===== config.mk =====
export PLATFORM = sky130hd
export DESIGN_NAME = result_bcd_scanner_flat
export DESIGN_NICKNAME = d
export VERILOG_FILES = /design/src/rtl/result_bcd_scanner_if.sv /design/src/rtl/result_bcd_scanner.sv /design/src/flat_wrapper.sv
export SDC_FILE = /design/constraint.sdc
export NUM_CORES = 1
export LEC_CHECK = 0
export ABC_AREA = 1
export CORE_MARGIN = 2
export CORE_UTILIZATION = 53
export DETAILED_ROUTE_END_ITERATION = 12
export PLACE_DENSITY = 0.75
export SYNTH_ARGS = -nofsm -noshare
export SYNTH_HDL_FRONTEND = slang
export SYNTH_SLANG_ARGS = --single-unit

===== constraint.sdc =====
create_clock -name clk -period 1.7 [get_ports clk]
set_clock_uncertainty 0.1 [all_clocks]
set_input_delay 0.255 -clock clk [delete_from_list [all_inputs] [get_ports clk]]
set_output_delay 0.255 -clock clk [all_outputs]
set_load 0.01 [all_outputs]

===== src/rtl/result_bcd_scanner_if.sv =====
// Handshake and display bus of result_bcd_scanner.
// The master drives load/value; the slave returns status and the scan outputs.
interface result_bcd_scanner_if #(
  parameter int DATA_W = 14
);
  logic              load;
  logic [DATA_W-1:0] value;
  logic              busy;
  logic              overflow;
  logic [3:0]        bcd_out;
  logic [3:0]        an;

  modport master (
    output load,
    output value,
    input  busy,
    input  overflow,
    input  bcd_out,
    input  an
  );

  modport slave (
    input  load,
    input  value,
    output busy,
    output overflow,
    output bcd_out,
    output an
  );
endinterface


===== src/rtl/result_bcd_scanner.sv =====
// Signed result -> 4-digit BCD (iterative shift-add-3) with a multiplexed
// common-anode scan. Optional macro LEADING_ZERO_BLANK_EN blanks leading zeros.
module result_bcd_scanner #(
  parameter int DATA_W      = 14,
  parameter int REFRESH_DIV = 100000
) (
  input  logic                 clk,
  input  logic                 reset,
  result_bcd_scanner_if.slave  bus
);

  localparam int CNT_W = $clog2(DATA_W + 1);
  localparam int REF_W = (REFRESH_DIV > 2) ? $clog2(REFRESH_DIV) : 1;
  localparam logic [3:0] MINUS = 4'd10;

  typedef enum logic {IDLE, CONV} state_t;

  state_t            state_reg, state_next;
  logic [CNT_W-1:0]  iter_reg, iter_next;
  logic [DATA_W-1:0] shift_reg, shift_next;
  logic [19:0]       bcd_reg, bcd_next;
  logic [19:0]       bcd_adj;
  logic              neg_reg, neg_next;
  logic              ovf_reg, ovf_next;
  logic              busy_reg, busy_next;
  logic              disp_load;

  logic signed [31:0] val_ext;
  logic [DATA_W-1:0]  mag;
  logic               in_ovf;

  logic [3:0] dig_reg [4];
  logic [3:0] dig_next [4];
  logic [3:0] blank_reg, blank_next;
  logic       overflow_reg;

  logic [REF_W-1:0] ref_reg;
  logic [1:0]       idx_reg;
  logic [3:0]       an_reg;
  logic [3:0]       bcd_out_reg;

  // ---------------------------------------------------------------
  // Input capture helpers
  // ---------------------------------------------------------------
  assign val_ext = {{(32-DATA_W){bus.value[DATA_W-1]}}, bus.value};
  assign mag     = bus.value[DATA_W-1] ? (~bus.value + DATA_W'(1)) : bus.value;
  assign in_ovf  = (val_ext > 32'sd9999) || (val_ext < -32'sd999);

  // Add 3 to every BCD nibble that is 5 or more before the next shift
  generate
    for (genvar gi = 0; gi < 5; gi++) begin : g_adj
      assign bcd_adj[gi*4 +: 4] = (bcd_reg[gi*4 +: 4] >= 4'd5) ?
                                  (bcd_reg[gi*4 +: 4] + 4'd3) :
                                  bcd_reg[gi*4 +: 4];
    end
  endgenerate

  // ---------------------------------------------------------------
  // Conversion FSM
  // ---------------------------------------------------------------
  always_ff @(posedge clk) begin
    if (reset) begin
      state_reg <= IDLE;
      iter_reg  <= '0;
      shift_reg <= '0;
      bcd_reg   <= '0;
      neg_reg   <= 1'b0;
      ovf_reg   <= 1'b0;
      busy_reg  <= 1'b0;
    end else begin
      state_reg <= state_next;
      iter_reg  <= iter_next;
      shift_reg <= shift_next;
      bcd_reg   <= bcd_next;
      neg_reg   <= neg_next;
      ovf_reg   <= ovf_next;
      busy_reg  <= busy_next;
    end
  end

  always_comb begin
    state_next = state_reg;
    iter_next  = iter_reg;
    shift_next = shift_reg;
    bcd_next   = bcd_reg;
    neg_next   = neg_reg;
    ovf_next   = ovf_reg;
    busy_next  = 1'b0;
    disp_load  = 1'b0;
    case (state_reg)
      IDLE: begin
        if (bus.load) begin
          state_next = CONV;
          iter_next  = '0;
          shift_next = mag;
          bcd_next   = '0;
          neg_next   = bus.value[DATA_W-1];
          ovf_next   = in_ovf;
        end
      end
      CONV: begin
        // The final cycle in CONV only commits the result to the display
        if (iter_reg == CNT_W'(DATA_W)) begin
          state_next = IDLE;
          disp_load  = 1'b1;
        end else begin
          busy_next  = 1'b1;
          iter_next  = iter_reg + CNT_W'(1);
          bcd_next   = {bcd_adj[18:0], shift_reg[DATA_W-1]};
          shift_next = {shift_reg[DATA_W-2:0], 1'b0};
        end
      end
      default: state_next = IDLE;
    endcase
  end

  // ---------------------------------------------------------------
  // Result -> display digit mapping
  // ---------------------------------------------------------------
`ifdef LEADING_ZERO_BLANK_EN
  logic [1:0] msd;

  always_comb begin
    msd = 2'd0;
    for (int i = 1; i < 4; i++) begin
      if (bcd_reg[i*4 +: 4] != 4'd0) msd = 2'(i);
    end
  end

  always_comb begin
    for (int i = 0; i < 4; i++) begin
      dig_next[i]   = bcd_reg[i*4 +: 4];
      blank_next[i] = (2'(i) > msd);
    end
    if (ovf_reg) begin
      for (int i = 0; i < 4; i++) dig_next[i] = MINUS;
      blank_next = 4'b0000;
    end else if (neg_reg && (msd != 2'd3)) begin
      // Magnitude is at most 999 here, so the sign slot always exists
      dig_next[msd + 2'd1]   = MINUS;
      blank_next[msd + 2'd1] = 1'b0;
    end
  end
`else
  always_comb begin
    for (int i = 0; i < 4; i++) begin
      dig_next[i] = bcd_reg[i*4 +: 4];
    end
    blank_next = 4'b0000;
    if (ovf_reg) begin
      for (int i = 0; i < 4; i++) dig_next[i] = MINUS;
    end else if (neg_reg) begin
      dig_next[3] = MINUS;
    end
  end
`endif

  always_ff @(posedge clk) begin
    if (reset) begin
      for (int i = 0; i < 4; i++) dig_reg[i] <= 4'd0;
      blank_reg    <= 4'b1110;
      overflow_reg <= 1'b0;
    end else if (disp_load) begin
      for (int i = 0; i < 4; i++) dig_reg[i] <= dig_next[i];
      blank_reg    <= blank_next;
      overflow_reg <= ovf_reg;
    end
  end

  // ---------------------------------------------------------------
  // Refresh scan
  // ---------------------------------------------------------------
  always_ff @(posedge clk) begin
    if (reset) begin
      ref_reg     <= '0;
      idx_reg     <= 2'd0;
      an_reg      <= 4'b1110;
      bcd_out_reg <= 4'd0;
    end else begin
      if (ref_reg == REF_W'(REFRESH_DIV - 1)) begin
        ref_reg <= '0;
        idx_reg <= idx_reg + 2'd1;
      end else begin
        ref_reg <= ref_reg + REF_W'(1);
      end
      an_reg      <= blank_reg[idx_reg] ? 4'b1111 : ~(4'b0001 << idx_reg);
      bcd_out_reg <= dig_reg[idx_reg];
    end
  end

  assign bus.busy     = busy_reg;
  assign bus.overflow = overflow_reg;
  assign bus.an       = an_reg;
  assign bus.bcd_out  = bcd_out_reg;

endmodule


===== src/flat_wrapper.sv =====
// flat-port wrapper written by rule: the top's interface ports become plain ports
module result_bcd_scanner_flat 
#(
  parameter int DATA_W      = 14,
  parameter int REFRESH_DIV = 100000
)
  (clk, reset, bus_load, bus_value, bus_busy, bus_overflow, bus_bcd_out, bus_an);
  result_bcd_scanner_if #(.DATA_W(DATA_W)) bus_i ();
  input  logic clk;
  input  logic reset;
  input wire logic [$bits(bus_i.load)-1:0] bus_load;
  input wire logic [$bits(bus_i.value)-1:0] bus_value;
  output wire logic [$bits(bus_i.busy)-1:0] bus_busy;
  output wire logic [$bits(bus_i.overflow)-1:0] bus_overflow;
  output wire logic [$bits(bus_i.bcd_out)-1:0] bus_bcd_out;
  output wire logic [$bits(bus_i.an)-1:0] bus_an;
  assign bus_i.load = bus_load;
  assign bus_i.value = bus_value;
  assign bus_busy = bus_i.busy;
  assign bus_overflow = bus_i.overflow;
  assign bus_bcd_out = bus_i.bcd_out;
  assign bus_an = bus_i.an;
  result_bcd_scanner #(.DATA_W(DATA_W), .REFRESH_DIV(REFRESH_DIV)) u_core (.clk(clk), .reset(reset), .bus(bus_i));
endmodule

### Word level (Yosys, flattened, before mapping)

Memories as Yosys holds them, arrays and structs flattened. A register that Yosys moved wholly into a read port is not among the register bits.
Cells that the tools add are included.

* flip-flop bits (word level): 69
* ROM bits: 0
* output and inout bits: 10
* bits in latches: 0
* logic and storage cells: 84
* memories: 1
* RAM bits: 16

Memory list
* u_core.dig_reg: depth 4, bits a word 4, read ports 1, clocked after Yosys merged registers in 1, write ports 4, RTL line result_bcd_scanner.sv:32 `logic [3:0] dig_reg [4];`

* eq/ne operators: 4
* magnitude comparators: 8
* shift operators: 1
* multiply operators: 0
* mux-type cells: 35
* add/sub/neg operators: 9
* divide/modulo/power cells: 0
* bitwise operators: 7
* reductions and logical operators: 6

Operator list (count)
* 4-bit two-way mux: 12
* 14-bit two-way mux: 3
* 20-bit two-way mux: 2
* 20-bit one-hot mux with 2 select lines: 1
* 14-bit one-hot mux with 2 select lines: 1
* 4-bit by 3-bit >= comparator with 1-bit output, second input constant: 5
* 17-bit by 1-bit adder with 17-bit output, second input constant: 1
* 17-bit == test, second input constant: 1
* 4-bit by 2-bit adder with 4-bit output, second input constant: 4
* 14-bit by 15-bit greater-than comparator with 1-bit output, second input constant: 1
* 14-bit by 1-bit adder with 14-bit output, second input constant: 1
* 14-bit by 11-bit < comparator with 1-bit output, second input constant: 1
* 14-bit NOT: 1
* 12-bit two-way mux: 1
* 1-bit two-way mux: 11
* 4-bit one-hot mux with 2 select lines: 1
* 2-bit OR reduction: 3
* 4-bit by 1-bit adder with 4-bit output, second input constant: 1
* 4-bit == test, second input constant: 1
* 2-bit inequality test, second input constant: 2
* 4-bit NOT: 1
* 1-bit OR: 4
* 2-bit AND reduction: 2
* 1-bit by 2-bit << shifter with 4-bit output, first input constant: 1
* 8 further kinds: 8

### Longest topological paths before layout

Gate-level depths: netlist of the first run.

* word-level depth: 7
* mapped depth: 10
* mapped depth without buffers: 10

### Worst setup path before layout of the first run

Ideal clock, no wire load.

* path type: reg2reg
* start: reg u_core.iter_reg[0]
* end: mem u_core.dig_reg[0][0] (enable)
* clock period less this slack: 1722 ps
* arrival time: 1250 ps
* cell stages (with the launch flop): 7
* slack: -22 ps
* required time: 1228 ps
* path through: dfxtp_1 -> inv_1 -> ha_1 -> nand3_2 -> nor2_2 -> inv_1 -> nand2_1

RTL lines
* start, declared: RTL line result_bcd_scanner.sv:19 `logic [CNT_W-1:0] iter_reg, iter_next;`
* start signal, assigned: RTL line result_bcd_scanner.sv:72 `iter_reg <= iter_next;`
* end, declared: RTL line result_bcd_scanner.sv:32

### Worst setup path in the final report of the first run

* start: reg u_core.overflow_reg, in the netlist u_core.bus.overflow
* end: out bus_overflow

RTL lines
* start, declared: RTL line result_bcd_scanner.sv:35 `logic overflow_reg;`
* start signal, assigned: RTL line result_bcd_scanner.sv:166 `overflow_reg <= ovf_reg;`
* end, declared: RTL line flat_wrapper.sv:14 `output wire logic [$bits(bus_i.overflow)-1:0] bus_overflow;`

No word-level cell between the ends.

==> results of run 1 <==
## per-stage QoR
stage	hold slack, ns	cell area (um2)	TNS (ns)
after floorplan	0.3022	4170	0
final	0.3490	4964	0
after global routing	0.3755	4964	0
after global placement	0.3316	4731	-0.2883
after CTS	0.3532	4928	0
after detailed placement	0.3359	4731	-0.6455
## cell usage in the layout, fill, tap and decap left out, types with 2 or more instances in the layout
cell / n
edfxtp_1: 16
o21ai_0: 34
nand3_1: 29
nand4_1: 14
nor2_4: 2
a31oi_1: 4
and2_1: 2
o31ai_1: 3
nor2_1: 78
nand3_2: 2
nand2_4: 3
inv_6: 3
o21ai_1: 7
a21oi_1: 37
nor3_1: 11
nor2_2: 2
xnor2_1: 2
clkdlybuf4s50_1: 26
clkinv_2: 2
xor2_1: 10
o22ai_1: 4
inv_2: 7
nand2_1: 99
inv_1: 60
dfxtp_1: 67
nand2_2: 9
ha_1: 17
or2_2: 7
clkbuf_8: 9
buf_4: 33
## cell families after synthesis
family | synth area share (%)
XOR/XNOR | 2.522
adder cells (fa/ha/maj) | 5.103
buffers and inverters | 7.775
flip-flops | 43.71
AND/OR/NAND/NOR | 29.21
AO/OA/AOI/OAI | 11.68
## metal layers
| layer | global-route usage, % | wire length (um) | part of all wire (%) |
|---|---|---|---|
| met3 | 3.743 | 284 | 3.3 |
| met4 | 9.069 | 172 | 2.0 |
| met2 | 38.20 | 4266 | 49 |
| met1 | 25.79 | 3922 | 45 |
| met5 | 0 | 0 | 0 |
## power by group through the flow
stage / Combinational, uW / Clock [uW] / Sequential (uW)
finish: 416 / 1440 / 2100
global route: 466 / 1550 / 2110
CTS: 410 / 1470 / 2090
detailed placement: 409 / 0 / 2140
global placement: 400 / 0 / 2140
floorplan: 239 / 0 / 2140
## worst max-delay path by stage
stage,cells after the start,endpoint,slack [ns]
final,1,bus_overflow,0.1
after global routing,6,u_core.bcd_reg[1],0.01
after global placement,9,u_core.shift_reg[6],-0.07
after floorplan,6,u_core.dig_reg[0][0],0.14
after CTS,7,u_core.dig_reg[1][0],0.04
after detailed placement,8,u_core.ovf_reg,-0.12
## timing repair
action,CTS,global route
setup endpoints to repair,0,21
gates resized for setup,0,4
buffers inserted,0,3
## layout make-up
cell class	count	area share [%]
flip-flops and latches	83	36.70
inverters	67	5.067
repair buffers	60	10.64
multi-input cells	384	41.04
well taps	102	2.571
clock inverters	7	1.487
clock buffers	9	2.496
==> impl_metrics.ini, run 1 <==
[timing]
setup_viol = 0
worst_pin_slew_ns = 0.4714
period_share_pct = 94.39
slew_headroom_pct = 68.33
rsz0062_at_grt = false
timing.final.ws_setup_ns = 0.09535
finalCriticalPeriod_ns = 1.605
clock.fmax_ghz = 0.6232
hold_viol = 0
slew_violations = 0

[grt]
grt_pass1_vias = 3463
antenna_found_initial = 0
grt_usage_pct = 21.57
grt_overflow = 0
grt_first_pass_wirelength_um = 14890
grt_max_degree = 20

[clock_tree]
cts.sinks = 83
clkTransAtPathRegs_ns = 0.09
htreeDepth = 3
cts_root_buffer = clkbuf_8
cts_buffer_depth = 2
tritoncts = built
cts_hold_buffers = 0
cts_made_buffers = 9
clk_latency_ns = 0.35

[floorplan]
core-area_um2 = 7687
start_util_pct = 54.22
rows = 32
fp.dieH_um = 92.68
io_pins = 27
die_w_um = 92.68
fp.dieArea_um2 = 8589

[cells_and_area]
fin_util_pct = 64.57
areaGrowthSynthToFinish_pct = 19.09
multiInputGateArea_um2 = 2037
diodes = 0
nets = 639
largest_reg_flops = 17
drive_gt1_share_pct = 14.26
fillers = 692
seq_area_um2 = 1822
layoutNonFillerInstCount = 712

[logic_synthesis]
syn_avg_cell_area_um2 = 7.647
synth_edf_count = 16
yosysUniqueCellTypes = 36
ys_seq_area_share_pct = 43.71
synth_top_cell_area_share_pct = 32.18
synth-seq-cells = 83
synth-async-reset-ratio_pct = 0
synth_area_leaders = dfxtp_1, edfxtp_1, nand2_1
ys_warn_count = 0
synth.most_common_cell = nand2_1
ys_top_cells_by_count = nand2_1, nor2_1, dfxtp_1
synthCells = 545
syn_area_um2 = 4168
synth_top_flop_cell = dfxtp_1
yosys.area.top_type = dfxtp_1
syn_nets = 579

[placed_design]
preCtsSetupSlack_ns = -0.1185
dp_hpwl_um = 6333
gp_congestion = 0.9018
place_inst = 693
portBuffers = 26

[worst_setup_path]
worstPathRequired_ns = 1.34
path_cells = clkdlybuf4s50_1
path_buf_inv = 1
arrival_ns = 1.25
critPathMaxStageDelay_ns = 0.55
criticalPathCategory = reg -> out
r2r_end = u_core.bcd_reg[5]
r2r_cells = 8
reg2reg_slack_ns = 0.1
cp-startpoint = u_core.bus.overflow
worstPathMaxFanout = 2
endpoint_kind = output pin
worstSetupStartpointType = flip-flop
cp_top_family = buffers and inverters
cpMaxStageDelayCell = clkdlybuf4s50_1
r2r_start = u_core.iter_reg[0]

[pwr]
finalPower_uw = 3949
p_int_uw = 2936
seq_power_share_pct = 53.1
p_leak_uw = 0.002039
vdd_drop_max_v = 0.0004559
pwr_density_cell_nw_per_um2 = 795.5
p_comb_share_pct = 10.5
swShare_pct = 25.63
clkPwrFrac_pct = 36.4
p_switching_uw = 1012

[drt]
drt-total-wl_um = 8644
detail-route-antenna-nets = 0
routed_via_density = 5.042
firstDrtPassIters = 4
vias = 3590
wl_per_cell_um = 12.14
drc = 0
drt_iter0_markers = 136

[hold_path]
hold_start = u_core.shift_reg[3]
holdPathEnd = u_core.shift_reg[3]
min_path_type = reg -> reg
hold_depth = 2

[job]
drv_cap = 0

[status]
status = finished, final reports clean
Note: power is estimated with default switching activity, not from simulation.
==> run 2, diff against run 1 <==
RECOVER_POWER = 50   (was unset)
SLEW_MARGIN = 0   (was unset)
==> run 2 against run 1 <==
Sequential share of layout area increased by 0.13 points. Count of clock-buffer cells in the layout is the same. Worst hold slack improved by 0.00054 ns. Worst setup slack lost 0.0038 ns. Critical path type unchanged. Sequential power barely moved.
==> impl_metrics.ini, run 2 (synthesis results as in run 1) <==
[cells_and_area]
fin_area_um2 = 4946
final_common_cell = nand2_1
largest_reg_flops = 17
drive_gt1_share_pct = 13.61
areaGrowthSynthToFinish_pct = 18.67
fin_util_pct = 64.34
layoutNonFillerInstCount = 712
final_cell_mix = nand2_1, nor2_1, dfxtp_1, inv_1, a21oi_1
nets = 639
diodes = 0

[grt]
grt_max_degree = 20
antenna_found_initial = 0
grt_usage_pct = 21.57
grt_pass1_vias = 3463
grt_overflow = 0
grt_first_pass_wirelength_um = 14890

[timing]
slew_violations = 0
period_share_pct = 94.62
finalCriticalPeriod_ns = 1.608
worst_pin_slew_ns = 0.4780
setup_viol = 0
slew_headroom_pct = 67.89
whs_ns = 0.3495
hold_viol = 0
rsz0062_at_grt = false
clock.fmax_ghz = 0.6217

[placed_design]
gp_congestion = 0.9018
portBuffers = 26
dp_hpwl_um = 6333
place_area_um2 = 4731
place_inst = 693

[worst_setup_path]
critPathMaxStageDelay_ns = 0.59
cp_top_family = buffers and inverters
path_cells = dlygate4sd3_1
reg2reg_slack_ns = 0.10
r2r_start = u_core.iter_reg[0]
worstPathMaxFanout = 1
arrival_ns = 1.25
worstPathRequired_ns = 1.34
endpoint_kind = output pin
criticalPathCategory = reg -> out
r2r_end = u_core.shift_reg[10]
path_buf_inv = 1
cp-startpoint = u_core.bus.an[3]
r2r_cells = 9
worstSetupStartpointType = flip-flop
cpMaxStageDelayCell = dlygate4sd3_1

[hold_path]
hold_start = u_core.shift_reg[3]
min_path_type = reg -> reg
holdPathEnd = u_core.shift_reg[3]
hold_depth = 2

[status]
status = finished, final reports clean

[drt]
wl_per_cell_um = 12.17
firstDrtPassIters = 4
detail-route-antenna-nets = 0
routed_via_density = 5.048
vias = 3594
drc = 0
drt-total-wl_um = 8668
drt_iter0_markers = 134

[pwr]
pwr_density_cell_nw_per_um2 = 794.3
vdd_drop_max_v = 0.0004552
p_leak_uw = 0.002035

[clock_tree]
clkTransAtPathRegs_ns = 0.09
tritoncts = built
cts.sinks = 83
cts_made_buffers = 9
htreeDepth = 3
cts_root_buffer = clkbuf_8
clk_latency_ns = 0.35
cts_buffer_depth = 2

[job]
drv_cap = 0

[floorplan]
core-area_um2 = 7687
rows = 32
fp.dieH_um = 92.68
start_util_pct = 54.22
fp.dieArea_um2 = 8589
die_w_um = 92.68
io_pins = 27
## run 2: cell count changes in the layout (fill, tap and decap cells not counted), moves of 2 or more
cell / delta
buf_4: -3
clkbuf_1: +2
clkdlybuf4s50_1: -8
dlygate4sd3_1: +8
## run 2: worst max path at each step
stage	end	slack, ns	depth (start not counted)
floorplan	u_core.dig_reg[0][0]	0.14	6
global placement	u_core.shift_reg[6]	-0.07	9
detailed placement	u_core.ovf_reg	-0.12	8
CTS	u_core.dig_reg[1][0]	0.04	7
global route	u_core.bcd_reg[1]	0.02	6
finish	bus_an[3]	0.09	1
## run 2: per-layer routing
metal,up-vias,GRT usage (%),share of wire (%)
li1,1901,-,-
met2,52,38.20,51
met3,10,3.743,2.8
met1,1631,25.79,46
met5,-,0,0
met4,0,9.069,1.0
## run 2: power breakdown
group	total (uW)	leakage, uW	switching (uW)	internal [uW]
combinational	410	0.00123	234	175
sequential	2100	0.000707	29.4	2070
clock	1420	0.000100	734	689
total	3930	0.00204	998	2930
## run 2: final cells by class
type / instances / area (um2)
clock buffer: 9 / 123.9
clock inverter: 7 / 73.82
fill: 697 / 2741
inverter: 67 / 251.5
multi-input combinational: 384 / 2029
sequential: 83 / 1822
tap: 102 / 127.6
timing repair buffer: 60 / 518.0
## run 2: what timing repair did
action | in CTS | in global routing
setup buffers | 0 | 3
hold buffers | 0 | 0
gates resized for setup | 0 | 4
endpoints found under the setup margin | 0 | 21
## run 2: through the flow
step | setup TNS, ns | total power (uW) | setup WS (ns)
floorplan | 0 | 2378 | 0.1442
global placement | -0.2883 | 2538 | -0.07031
detailed placement | -0.6455 | 2549 | -0.1185
CTS | 0 | 3971 | 0.04184
global route | 0 | 4116 | 0.01769
finish | 0 | 3928 | 0.09151
==> run 3, diff against run 2 <==
REMOVE_ABC_BUFFERS = 1   (was unset)
==> run 3 against run 2 <==
Combinational power is 4% higher. Count of clock-buffer cells in the layout rose by 3. First-iteration DRC count fell by 0.75%. Sequential share of layout area down 0.19 points.
==> impl_metrics.ini, run 3 (synthesis results as in run 1) <==
[status]
status = finished, final reports clean

[worst_setup_path]
worstPathRequired_ns = 1.34
reg2reg_slack_ns = 0.08
critPathMaxStageDelay_ns = 0.60
endpoint_kind = output pin
criticalPathCategory = reg -> out
arrival_ns = 1.27
cpMaxStageDelayCell = dlygate4sd3_1
worstPathMaxFanout = 2
cp_top_family = buffers and inverters
path_cells = dlygate4sd3_1
path_buf_inv = 1
worstSetupStartpointType = flip-flop

[clock_tree]
cts_made_buffers = 9
htreeDepth = 3
clk_latency_ns = 0.36
cts_root_buffer = clkbuf_8
cts.sinks = 83
tritoncts = built
clkTransAtPathRegs_ns = 0.08
cts_buffer_depth = 2
cts_hold_buffers = 0

[cells_and_area]
final_common_cell = nand2_1
largest_reg_flops = 17
fillers = 678
areaGrowthSynthToFinish_pct = 19.36
final_cell_mix = nand2_1, nor2_1, dfxtp_1, inv_1, a21oi_1
fin_util_pct = 64.71
nets = 643
drive_gt1_share_pct = 13.84
diodes = 0

[floorplan]
fp.dieArea_um2 = 8589
die_w_um = 92.68
fp.dieH_um = 92.68
rows = 32
io_pins = 27
start_util_pct = 54.22
core-area_um2 = 7687

[grt]
grt_usage_pct = 21.45
grt_first_pass_wirelength_um = 14960
grt_pass1_vias = 3469
grt_max_degree = 20
grt_overflow = 0
antenna_found_initial = 0

[timing]
finalCriticalPeriod_ns = 1.630
finalSetupTns_ns = 0
slew_headroom_pct = 68.38
rsz0062_at_grt = false
worst_pin_slew_ns = 0.4707
slew_violations = 0
setup_viol = 0
period_share_pct = 95.86
hold_viol = 0
clock.fmax_ghz = 0.6136

[placed_design]
portBuffers = 26
gp_congestion = 0.9142
dp_hpwl_um = 6531

[drt]
routed_via_density = 5.113
firstDrtPassIters = 5
wl_per_cell_um = 12.13
drt_iter0_markers = 133
drt-total-wl_um = 8687
drc = 0
vias = 3661
detail-route-antenna-nets = 0

[pwr]
vdd_drop_max_v = 0.0005672
pwr_density_cell_nw_per_um2 = 784.8
p_leak_uw = 0.002050

[hold_path]
min_path_type = reg -> reg

[job]
drv_cap = 0
## run 3: repair_timing
item                                    CTS  global route
hold endpoints to repair                  0             0
endpoints found under the setup margin    0            10
gates resized for setup                   0             5
setup buffers                             0             5
## run 3: worst paths after layout
check / startpoint / depth (start not counted) / end
hold reg to reg: u_core.shift_reg[10] / 2 / u_core.shift_reg[10]
hold / removal: u_core.shift_reg[10] / 2 / u_core.shift_reg[10]
setup / recovery: u_core.bus.overflow / 1 / bus_overflow
setup reg to reg: u_core.iter_reg[0] / 7 / u_core.dig_reg[0][3]
## run 3: metrics by stage
stage,setup WS [ns],power [uW],cell area [um2],hold slack (ns),cells
final,0.07033,3904,4975,0.3551,716
after global placement,-0.08790,2544,4756,0.3309,695
after CTS,0.04301,3905,4942,0.3558,711
after floorplan,-0.02230,2354,4095,0.2217,534
after global routing,0.007035,4058,4975,0.3647,716
after detailed placement,-0.1237,2557,4756,0.3414,695
## run 3: per-layer routing
layer | share of wire, % | GRT usage [%] | wire (um) | vias up
met1 | 45 | 25.52 | 3925 | 1680
met4 | 1.3 | 6.495 | 113 | 0
met5 | 0 | 0 | 0 | -
met3 | 3.0 | 4.801 | 258 | 11
met2 | 51 | 38.56 | 4390 | 54
li1 | - | - | - | 1916
## run 3: area by class of cell
cell class                 instances  area, um2  area share (%)
multi-input combinational        384       2029           40.79
inverter                          67      251.5           5.055
clock inverter                     4      51.30           1.031
timing repair buffer              64      556.8           11.19
clock buffer                      12      135.1           2.716
sequential                        83       1823           36.64
tap                              102      127.6           2.565
## run 3: power by group
group,switching [uW],internal [uW]
sequential,29.7,2070
combinational,240,187
clock,700,682
total,970,2930
